## src/rtl/bf2_pair_feeder_if.sv

```systemverilog
// bf2_pair_feeder_if: sample stream in, butterfly operand pairs out
interface bf2_pair_feeder_if #(parameter int WIDTH = 13, parameter int DEPTH = 2);
   logic                           din_valid;
   logic                           din_sof;
   logic signed [WIDTH*DEPTH-1:0]  din_R;
   logic signed [WIDTH*DEPTH-1:0]  din_Q;
   logic signed [WIDTH*DEPTH-1:0]  dout_R_1;
   logic signed [WIDTH*DEPTH-1:0]  dout_Q_1;
   logic signed [WIDTH*DEPTH-1:0]  dout_R_2;
   logic signed [WIDTH*DEPTH-1:0]  dout_Q_2;
   logic                           dout_en;
   logic                           dout_last;
   logic                           frame_err;
   modport master (
      output din_valid, din_sof, din_R, din_Q,
      input  dout_R_1, dout_Q_1, dout_R_2, dout_Q_2, dout_en, dout_last, frame_err
   );
   modport slave (
      input  din_valid, din_sof, din_R, din_Q,
      output dout_R_1, dout_Q_1, dout_R_2, dout_Q_2, dout_en, dout_last, frame_err
   );
endinterface

```

## src/rtl/bf2_pair_feeder.sv

```systemverilog
// bf2_pair_feeder: buffers the first half-frame and emits x[k] / x[k+N/2] operand pairs
module bf2_pair_feeder #(
   parameter int WIDTH = 13,
   parameter int DEPTH = 2,
   parameter int N     = 16
) (
   input logic              clk,
   input logic              rstn,
   bf2_pair_feeder_if.slave bus
);
   localparam int HALF = N / (2 * DEPTH);
   localparam int CW   = (HALF > 1) ? $clog2(HALF) : 1;
   localparam int VW   = WIDTH * DEPTH;
   typedef enum logic [1:0] {IDLE, FILL, PAIR} state_t;
   state_t        state, nxt_state;
   logic [CW-1:0] cnt, nxt_cnt, wr_addr;
   logic          wr, pair, pair_last, abort, cnt_end;
   logic [VW-1:0] mem_r [HALF];
   logic [VW-1:0] mem_q [HALF];
   // next state, counter and buffer write decode; a sof beat always restarts the frame
   always_comb begin
      nxt_state = state;
      nxt_cnt   = cnt;
      wr        = 1'b0;
      pair      = 1'b0;
      pair_last = 1'b0;
      abort     = 1'b0;
      cnt_end   = (cnt == CW'(HALF - 1));
      wr_addr   = bus.din_sof ? '0 : cnt;
      if (bus.din_valid) begin
         if (bus.din_sof) begin
            wr        = 1'b1;
            abort     = (state != IDLE);
            nxt_state = FILL;
            nxt_cnt   = CW'(1);
         end else if (state == FILL) begin
            wr        = 1'b1;
            nxt_cnt   = cnt_end ? '0 : cnt + 1'b1;
            nxt_state = cnt_end ? PAIR : FILL;
         end else if (state == PAIR) begin
            pair      = 1'b1;
            pair_last = cnt_end;
            nxt_cnt   = cnt_end ? '0 : cnt + 1'b1;
            nxt_state = cnt_end ? IDLE : PAIR;
         end
      end
   end
   // control state and registered operand pairs; pair data holds while no pair is issued
   always_ff @(posedge clk or negedge rstn) begin
      if (!rstn) begin
         state         <= IDLE;
         cnt           <= '0;
         bus.dout_R_1  <= '0;
         bus.dout_Q_1  <= '0;
         bus.dout_R_2  <= '0;
         bus.dout_Q_2  <= '0;
         bus.dout_en   <= 1'b0;
         bus.dout_last <= 1'b0;
         bus.frame_err <= 1'b0;
      end else begin
         state         <= nxt_state;
         cnt           <= nxt_cnt;
         bus.dout_en   <= pair;
         bus.dout_last <= pair_last;
         bus.frame_err <= abort;
         if (pair) begin
            bus.dout_R_1 <= mem_r[cnt];
            bus.dout_Q_1 <= mem_q[cnt];
            bus.dout_R_2 <= bus.din_R;
            bus.dout_Q_2 <= bus.din_Q;
         end
      end
   end
   // half-frame buffer, deliberately unreset: every word is written before it is read
   always_ff @(posedge clk) begin
      if (wr) begin
         mem_r[wr_addr] <= bus.din_R;
         mem_q[wr_addr] <= bus.din_Q;
      end
   end
endmodule

```

## src/flat_wrapper.sv

```systemverilog
// flat-port wrapper written by rule: the top's interface ports become plain ports
module bf2_pair_feeder_flat 
#(
   parameter int WIDTH = 13,
   parameter int DEPTH = 2,
   parameter int N     = 16
)
  (clk, rstn, bus_din_valid, bus_din_sof, bus_din_R, bus_din_Q, bus_dout_R_1, bus_dout_Q_1, bus_dout_R_2, bus_dout_Q_2, bus_dout_en, bus_dout_last, bus_frame_err);
  bf2_pair_feeder_if #(.WIDTH(WIDTH), .DEPTH(DEPTH)) bus_i ();
  input logic clk;
  input logic rstn;
  input wire logic [$bits(bus_i.din_valid)-1:0] bus_din_valid;
  input wire logic [$bits(bus_i.din_sof)-1:0] bus_din_sof;
  input wire logic [$bits(bus_i.din_R)-1:0] bus_din_R;
  input wire logic [$bits(bus_i.din_Q)-1:0] bus_din_Q;
  output wire logic [$bits(bus_i.dout_R_1)-1:0] bus_dout_R_1;
  output wire logic [$bits(bus_i.dout_Q_1)-1:0] bus_dout_Q_1;
  output wire logic [$bits(bus_i.dout_R_2)-1:0] bus_dout_R_2;
  output wire logic [$bits(bus_i.dout_Q_2)-1:0] bus_dout_Q_2;
  output wire logic [$bits(bus_i.dout_en)-1:0] bus_dout_en;
  output wire logic [$bits(bus_i.dout_last)-1:0] bus_dout_last;
  output wire logic [$bits(bus_i.frame_err)-1:0] bus_frame_err;
  assign bus_i.din_valid = bus_din_valid;
  assign bus_i.din_sof = bus_din_sof;
  assign bus_i.din_R = bus_din_R;
  assign bus_i.din_Q = bus_din_Q;
  assign bus_dout_R_1 = bus_i.dout_R_1;
  assign bus_dout_Q_1 = bus_i.dout_Q_1;
  assign bus_dout_R_2 = bus_i.dout_R_2;
  assign bus_dout_Q_2 = bus_i.dout_Q_2;
  assign bus_dout_en = bus_i.dout_en;
  assign bus_dout_last = bus_i.dout_last;
  assign bus_frame_err = bus_i.frame_err;
  bf2_pair_feeder #(.WIDTH(WIDTH), .DEPTH(DEPTH), .N(N)) u_core (.clk(clk), .rstn(rstn), .bus(bus_i));
endmodule
```

## config.mk

```make
export PLATFORM = sky130hd
export DESIGN_NAME = bf2_pair_feeder_flat
export DESIGN_NICKNAME = d
export VERILOG_FILES = /design/src/rtl/bf2_pair_feeder_if.sv /design/src/rtl/bf2_pair_feeder.sv /design/src/flat_wrapper.sv
export SDC_FILE = /design/constraint.sdc
export NUM_CORES = 1
export LEC_CHECK = 0
export ABC_AREA = 1
export BUFFER_PORTS_ARGS = -buffer_cell sky130_fd_sc_hd__buf_4
export CORE_MARGIN = 8
export CORE_UTILIZATION = 52
export CTS_CLUSTER_SIZE = 24
export DETAILED_ROUTE_END_ITERATION = 16
export GPL_TIMING_DRIVEN = 1
export HOLD_SLACK_MARGIN = 0.15
export PLACE_DENSITY = 0.87
export SYNTH_ARGS = -nofsm -noshare
export SYNTH_HDL_FRONTEND = slang
export SYNTH_SLANG_ARGS = --single-unit
export TNS_END_PERCENT = 10
```

## constraint.sdc

```tcl
create_clock -name clk -period 5.2 [get_ports clk]
set_input_delay 0 -clock clk [delete_from_list [all_inputs] [get_ports clk]]
set_output_delay 0 -clock clk [all_outputs]
set_load 0.05 [all_outputs]
```

* Word level (Yosys, flattened, before mapping) *
Memory sizes are Yosys's and may differ from the RTL's. A register that Yosys moved wholly into a read port is not among the register bits.
Cells that the tools add are included.

word-level totals
  bits in registers = 59
  bits in writable memories = 208
  input bits = 56
  output and inout bits = 107
  logic and storage cells = 43
  memories kept = 2

memory list
  name          depth  bits a word  rd ports  clocked after Yosys merged registers in  write ports  line                   RTL
  u_core.mem_q  4      26           1         1                                        1            bf2_pair_feeder.sv:19  logic [VW-1:0] mem_q [HALF];
  u_core.mem_r  4      26           1         1                                        1            bf2_pair_feeder.sv:18  logic [VW-1:0] mem_r [HALF];

operators by class
  add/sub/neg operators = 1
  equal/unequal tests = 3
  mux-type cells = 25
  reduce and logical (&&, ||, !) cells = 5

operator list
  cell                                           count
  2-to-1 mux 2 bit                               10
  2-to-1 mux 1 bit                               15
  == test 2 bit, second input constant           2
  nonzero test 3 bit                             1
  adder 2 x 1 -> 2 bit, second input constant    1
  == test 2 x 1 -> 1 bit, second input constant  1
  logical NOT 1 bit                              2
  AND reduction 2 bit                            1
  nonzero test 2 bit                             1

* Longest topological paths before layout *
Gate-level depths: netlist of the first run.

  depth in word-level cells = 6
  depth in mapped cells = 9
  depth with buffers taken out = 7

* Worst setup path after synthesis of the first run *
No wires, ideal clock.

  path type = register to register
  from = reg u_core.cnt[0]
  to = mem u_core.mem_q[2][0] (netlist bit), enable pin
  setup time = 0.526 ns
  data arrival time = 4.427 ns
  required time = 4.674 ns
  slack = 0.246 ns
  stages on the path, launching flop included = 5
  path buffers = 3
  clock period less this slack = 4.954 ns
  cells stage by stage = dfrtp_1 -> buf_4 -> buf_4 -> buf_2 -> nor3_1

between the ends
  longest elaborated chain between the ends = 1

ends and longest elaborated chain
  what                    line                   RTL
  from (decl)             bf2_pair_feeder.sv:16  logic [CW-1:0] cnt, nxt_cnt, wr_addr;
  from (signal assigned)  bf2_pair_feeder.sv:62  cnt <= nxt_cnt;
  2-to-1 mux 2 bit        bf2_pair_feeder.sv:29  wr_addr = bus.din_sof ? '0 : cnt;
  to (decl)               bf2_pair_feeder.sv:19

No other way between the ends.

* Worst setup path in the final report of the first run *
  from = reg u_core.cnt[0]
  to = mem u_core.mem_r[3][16] (netlist bit), enable pin

between the ends
  longest elaborated chain between the ends = 1

ends and longest elaborated chain
  what              line
  2-to-1 mux 2 bit  bf2_pair_feeder.sv:29
  to (decl)         bf2_pair_feeder.sv:18

No other way between the ends.

==> flow_metrics.tcl, run 1 <==
set metrics [dict create \
    status "complete, no violations" \
    drtAntennaViolNets 0 \
    avgSynthCellArea_um2 9.975 \
    clock-sinks 319 \
    netlist_instances 1304 \
    start_util_pct 52.26 \
    gp_congestion 0.7399 \
    drtPass1Iterations 5 \
    cts_buffers 34 \
    tightest_slew_ns 1.234 \
    drv_cap 0 \
    ctsHtreeMaxLevel 2 \
    net-switching-power_uw 4045 \
    slew_headroom_pct 17.32 \
    vias 9367 \
    die_w_um 174.2 \
    crit_required_ns 5.37 \
    synth_area_leader_cell "edfxtp_1" \
    syn_area_um2 13010 \
    grt_start_max_net_pins 106 \
    timing.fmax_mhz 307.7 \
    overflow 0 \
    cts.repair.resized 0 \
    path_buf_inv 2 \
    synth_seq_cells 319 \
    p_sw_share_pct 41.60 \
    area_delta_synth_final_pct 23.45 \
    cpPeakStageDelay_ns 1.13 \
    vias_per_cell 5.014 \
    seq_area_frac_synth_pct 69.37 \
    power_frac_seq_pct 37.4 \
    path_delay_family "simple AND/OR/NAND/NOR gates" \
    antenna_found_initial 3 \
    synth_area_leaders "edfxtp_1 (48%), dfrtp_1 (21%), nand2_1 (17%), inv_1 (6.1%), nand3_1 (4.3%)" \
    ys_types 19 \
    period_share_pct 62.51 \
    syn_nets 1362 \
    yosysTopAreaCellShare_pct 48.02 \
    skew_ns 0.01092 \
    finalNetCount 1568 \
    power.internal_uw 5678 \
    post-dp-hpwl_um 17840 \
    rsz0062_at_grt "no" \
    fin_tns_setup_ns 0 \
    pwr-share-clk_pct 23.3 \
    placementRows 58 \
    totalPowerFinal_uw 9723 \
    grt_pass1_wl_um 48130 \
    clk_latency_ns 0.50 \
    leakagePower_uw 0.007878 \
    drt_iter0_drc 783 \
    powerDensity_nw_per_um2 605.5 \
    crit_path_cell_trace "clkinv_2 -> nor3_2 -> buf_12" \
    detail_route.drc_violations 0 \
    cts_root_buf "clkbuf_16" \
    whs_ns 0.1523 \
    portBuffers 162 \
    arrival_ns 3.42 \
    hold_path_class "in2async" \
    period_minus_slack_ns 3.250 \
    drv_slew 0 \
    grt_pass1_vias 9384 \
    criticalPathCategory "reg2reg" \
    setup_viol_count_final 0 \
    irDropWorstVdd_v 0.0003315 \
    cp-end-kind "flip-flop" \
    cts_max_path_buffers 3 \
    cts_tree "done" \
    path_max_fanout 47 \
    io_pins 163 \
    core-area_um2 24890 \
    die_y_um 174.2 \
    wirelength_um 30590 \
    clkTransAtPathRegs_ns 0.06 \
    drive_gt1_share_pct 15.37 \
    hold_viol 0 \
    wire_per_inst_um 16.38 \
    die_area_um2 30330 \
    yosysWarnings 0 \
    track_usage_pct 19.64 \
    cp_slowest_cell "nor3_2" \
    cp-start-kind "flip-flop" \
    combPwrFrac_pct 39.4 \
]
==> placed cells by master (no fill, tap or decap) <==
cell,n
dfrtp_1,109
nand2_1,586
nor2_1,1
clkbuf_1,10
diode_2,3
inv_1,211
nand3b_1,2
clkbuf_16,35
bufinv_16,1
inv_6,1
edfxtp_1,208
or2_2,1
clkinv_1,1
dfrtp_4,1
a21oi_1,1
dfrtp_2,1
nand3_1,111
clkinvlp_4,2
inv_4,1
buf_4,170
clkinv_2,10
ha_1,2
o21ai_0,2
nand3_4,1
buf_12,2
clkbuf_8,2
dlygate4sd3_1,55
nor2_4,2
inv_2,4
nor3_2,2
==> sequential cells by signal, summed over array words and instances, names as in the netlist <==
signal	flops
u_core.mem_q	104
u_core.mem_r	104
u_core.bus.dout_Q_1	26
u_core.bus.dout_Q_2	26
u_core.bus.dout_R_1	26
u_core.bus.dout_R_2	26
u_core.cnt	2
u_core.state	2
u_core.bus.dout_en	1
u_core.bus.dout_last	1
u_core.bus.frame_err	1
==> worst paths after layout <==
check | start | end | slack [ns] | depth (start not counted)
setup / recovery | u_core.cnt[0]$_DFFE_PN0P_ | u_core.mem_r[3][16]$_DFFE_PP_ | 1.95 | 3
hold / removal | rstn | u_core.bus.dout_Q_1[8]$_DFFE_PN0P_ | 0.15 | 2
setup reg to reg | u_core.cnt[0]$_DFFE_PN0P_ | u_core.mem_r[3][16]$_DFFE_PP_ | 1.95 | 3
hold reg to reg | u_core.bus.dout_Q_1[17]$_DFFE_PN0P_ | u_core.bus.dout_Q_1[17]$_DFFE_PN0P_ | 0.48 | 2
max in group asynchronous | rstn | u_core.bus.dout_Q_2[20]$_DFFE_PN0P_ | 3.88 | 3
min in group clk | bus_din_R[13] | u_core.mem_r[1][13]$_DFFE_PP_ | 0.26 | 2
==> metrics by stage <==
step                utilization, %  instance area (µm²)  cells  worst slack [ns]
global placement             58.08                14460   1749             2.077
floorplan                        -                13010   1304            0.2464
global route                 64.51                16060   1868             1.682
detailed placement           58.08                14460   1749             1.984
finish                       64.51                16060   1868             1.950
CTS                          64.48                16050   1865             1.944
==> power by group through the flow <==
stage	logic (µW)	clock network [µW]	registers, µW
finish	3830	2260	3630
global route	4120	2390	3690
CTS	3860	2290	3630
detailed placement	3790	0	3660
global placement	3700	0	3630
floorplan	1390	0	4890
==> timing repair <==
| action | in CTS | in global routing |
|---|---|---|
| setup endpoints to repair | 0 | 0 |
| endpoints found under the hold margin | 325 | 0 |
| setup buffers | 0 | 0 |
| hold buffers | 55 | 0 |
==> cell families (layout without fill, tap and decap cells) <==
| kind of cell | Yosys count | after routing | synth area share (%) |
|---|---|---|---|
| flip-flops | 319 | 319 | 69.37 |
| AO/OA/AOI/OAI | 3 | 3 | 0.1154 |
| other | 0 | 3 | 0 |
| buffers and inverters | 274 | 505 | 8.734 |
| AND/OR/NAND/NOR | 706 | 706 | 21.59 |
| adder cells (fa/ha/maj) | 2 | 2 | 0.1924 |
==> per-layer routing <==
| metal | track usage [%] | wire length, µm | vias up |
|---|---|---|---|
| li1 | - | - | 4433 |
| met1 | 23.00 | 11930 | 4522 |
| met2 | 34.81 | 15860 | 342 |
| met3 | 3.602 | 1774 | 70 |
| met4 | 8.621 | 1022 | 0 |
| met5 | 0 | 0 | - |
==> Yosys cell counts (all sizes together) <==
master	number
dfrtp	111
a21oi	1
nand3	112
nand3b	2
o21ai	2
nand2	586
ha	2
buf	40
edfxtp	208
nor2	3
nor3	2
inv	217
or2	1
clkbuf	17
==> cell type report <==
type                       instances  area (µm²)
inverter                         217       818.3
multi-input combinational        711        2880
tap                              330       412.9
clock inverter                    14       102.6
timing repair buffer             227        1867
clock buffer                      47       940.9
sequential                       319        9029
antenna                            3       7.507
fill                            1779        8833
No activity file was read; power rests on OpenSTA's default activity.
==> run 2: changes to the inputs <==
==> constraint.sdc (replaced) <==
create_clock -name clk -period 2.9 [get_ports clk]
set_input_delay 0 -clock clk [delete_from_list [all_inputs] [get_ports clk]]
set_output_delay 0 -clock clk [all_outputs]
set_load 0.05 [all_outputs]
==> flow_metrics.tcl, run 2 (same netlist as run 1, synthesis figures left out) <==
set metrics [dict create \
    status "complete, no violations" \
    hold_path_class "in2reg" \
    start_util_pct 52.26 \
    vias 9155 \
    placementRows 58 \
    detail_route.drc_violations 0 \
    final_common_cell "nand2_1" \
    path_delay_family "buffers and inverters" \
    layout_common_cells "nand2_1 (586), inv_1 (211), edfxtp_1 (208)" \
    gp_congestion 0.7625 \
    cts_max_path_buffers 3 \
    clock-sinks 319 \
    area_delta_synth_final_pct 24.89 \
    arrival_ns 2.89 \
    cp_slowest_cell "dlygate4sd3_1" \
    hold_buffers 58 \
    drive_gt1_share_pct 15.89 \
    crit_required_ns 3.38 \
    cp-start-kind "flip-flop" \
    final_cell_area_um2 16250 \
    cts_tree "done" \
    clk_latency_ns 0.56 \
    skew_ns 0.01502 \
    drv_cap 0 \
    leakagePower_uw 0.007978 \
    cpPeakStageDelay_ns 0.61 \
    path_buf_inv 5 \
    setup_viol_count_final 0 \
    drtPass1Iterations 5 \
    post-dp-hpwl_um 17470 \
    place_area_um2 14520 \
    portBuffers 162 \
    period_minus_slack_ns 2.405 \
    cts_setup_buffers 0 \
    tightest_slew_ns 1.129 \
    grt_pass1_vias 9563 \
    criticalPathCategory "reg2reg" \
    cp-end-kind "flip-flop" \
    drtAntennaViolNets 0 \
    period_share_pct 82.95 \
    wire_per_inst_um 15.67 \
    top_regs "u_core.mem_q x104, u_core.mem_r x104" \
    crit_path_cell_trace "inv_2 -> nand2_1 -> inv_2 -> nand3_4 -> dlygate4sd3_1 -> inv_4 -> buf_4 -> nand2_1 -> nand2_1" \
    drv_slew 0 \
    die_y_um 174.2 \
    whs_ns 0.1959 \
    wirelength_um 29330 \
    powerDensity_nw_per_um2 1091 \
    core-area_um2 24890 \
    nFillCells 1819 \
    cts.repair.resized 0 \
    cts_root_buf "clkbuf_16" \
    die_w_um 174.2 \
    antenna_found_initial 0 \
    drt_iter0_drc 610 \
    path_max_fanout 43 \
    io_pins 163 \
    grt_pass1_wl_um 47910 \
    ctsHtreeMaxLevel 1 \
    antenna_cells 0 \
    grt_start_max_net_pins 106 \
    rsz0062_at_grt "no" \
    timing.fmax_mhz 415.7 \
    irDropWorstVdd_v 0.0008264 \
    clkTransAtPathRegs_ns 0.06 \
    overflow 0 \
    worst_path_most_repeated_cell "nand2_1" \
    cts_buffers 31 \
    vias_per_cell 4.890 \
    track_usage_pct 19.25 \
    finalNetCount 1575 \
    hold_viol 0 \
    slew_headroom_pct 24.71 \
    die_area_um2 30330 \
]
## run 2: worst register-to-register path: stages, from the launching register on
cell           delay (ns)
dfrtp_1              0.41
inv_2                0.07
nand2_1              0.07
inv_2                0.09
nand3_4              0.06
dlygate4sd3_1        0.61
inv_4                0.40
buf_4                0.45
nand2_1              0.12
nand2_1              0.07
## run 2: worst paths after layout
path	cells past startpoint	slack, ns	start	endpoint
max	9	0.49	u_core.state[0]$_DFFE_PN0P_	u_core.bus.dout_Q_1[14]$_DFFE_PN0P_
min	2	0.20	bus_din_R[20]	u_core.mem_r[2][20]$_DFFE_PP_
max reg2reg	9	0.49	u_core.state[0]$_DFFE_PN0P_	u_core.bus.dout_Q_1[14]$_DFFE_PN0P_
min reg2reg	2	0.48	u_core.bus.dout_R_1[4]$_DFFE_PN0P_	u_core.bus.dout_R_1[4]$_DFFE_PN0P_
max in group asynchronous	4	2.06	rstn	u_core.cnt[0]$_DFFE_PN0P_
min in group asynchronous	4	0.53	rstn	u_core.bus.dout_Q_2[3]$_DFFE_PN0P_
## run 2: layer usage
layer	global-route usage [%]	vias to the layer above	part of all wire, %
met5	0	-	0
met4	6.448	0	2.5
met3	2.799	53	4.8
met2	36.31	284	54
met1	21.90	4375	38
li1	-	4443	-
## run 2: final cells by class
cell class | count | area [µm²] | share of cell area, %
Sequential cell | 319 | 9029 | 55.58
Tap cell | 330 | 412.9 | 2.542
Inverter | 217 | 818.3 | 5.037
Multi-Input combinational cell | 711 | 2893 | 17.81
Clock buffer | 35 | 800.8 | 4.929
Clock inverter | 23 | 325.3 | 2.002
Timing Repair Buffer | 237 | 1967 | 12.11
## run 2: power breakdown
group          switching (µW)  total, µW  internal [µW]
Clock                    1680       4380           2700
Combinational            4920       6860           1940
Sequential                602       6500           5900
Total                    7200      17700          10500
## run 2: metrics by stage
| step | cells | TNS [ns] | utilization [%] | total power (µW) | worst slack, ns |
|---|---|---|---|---|---|
| 3_3_place_gp | 1756 | 0 | 58.34 | 13160 | 0.8780 |
| 4_1_cts | 1872 | 0 | 65.27 | 17830 | 0.5341 |
| 6_report | 1872 | 0 | 65.27 | 17730 | 0.4946 |
| 2_1_floorplan | 1304 | -86.75 | - | 11260 | -0.7350 |
| 3_5_place_dp | 1756 | 0 | 58.34 | 13360 | 0.8118 |
| 5_1_grt | 1872 | 0 | 65.27 | 18630 | 0.3362 |
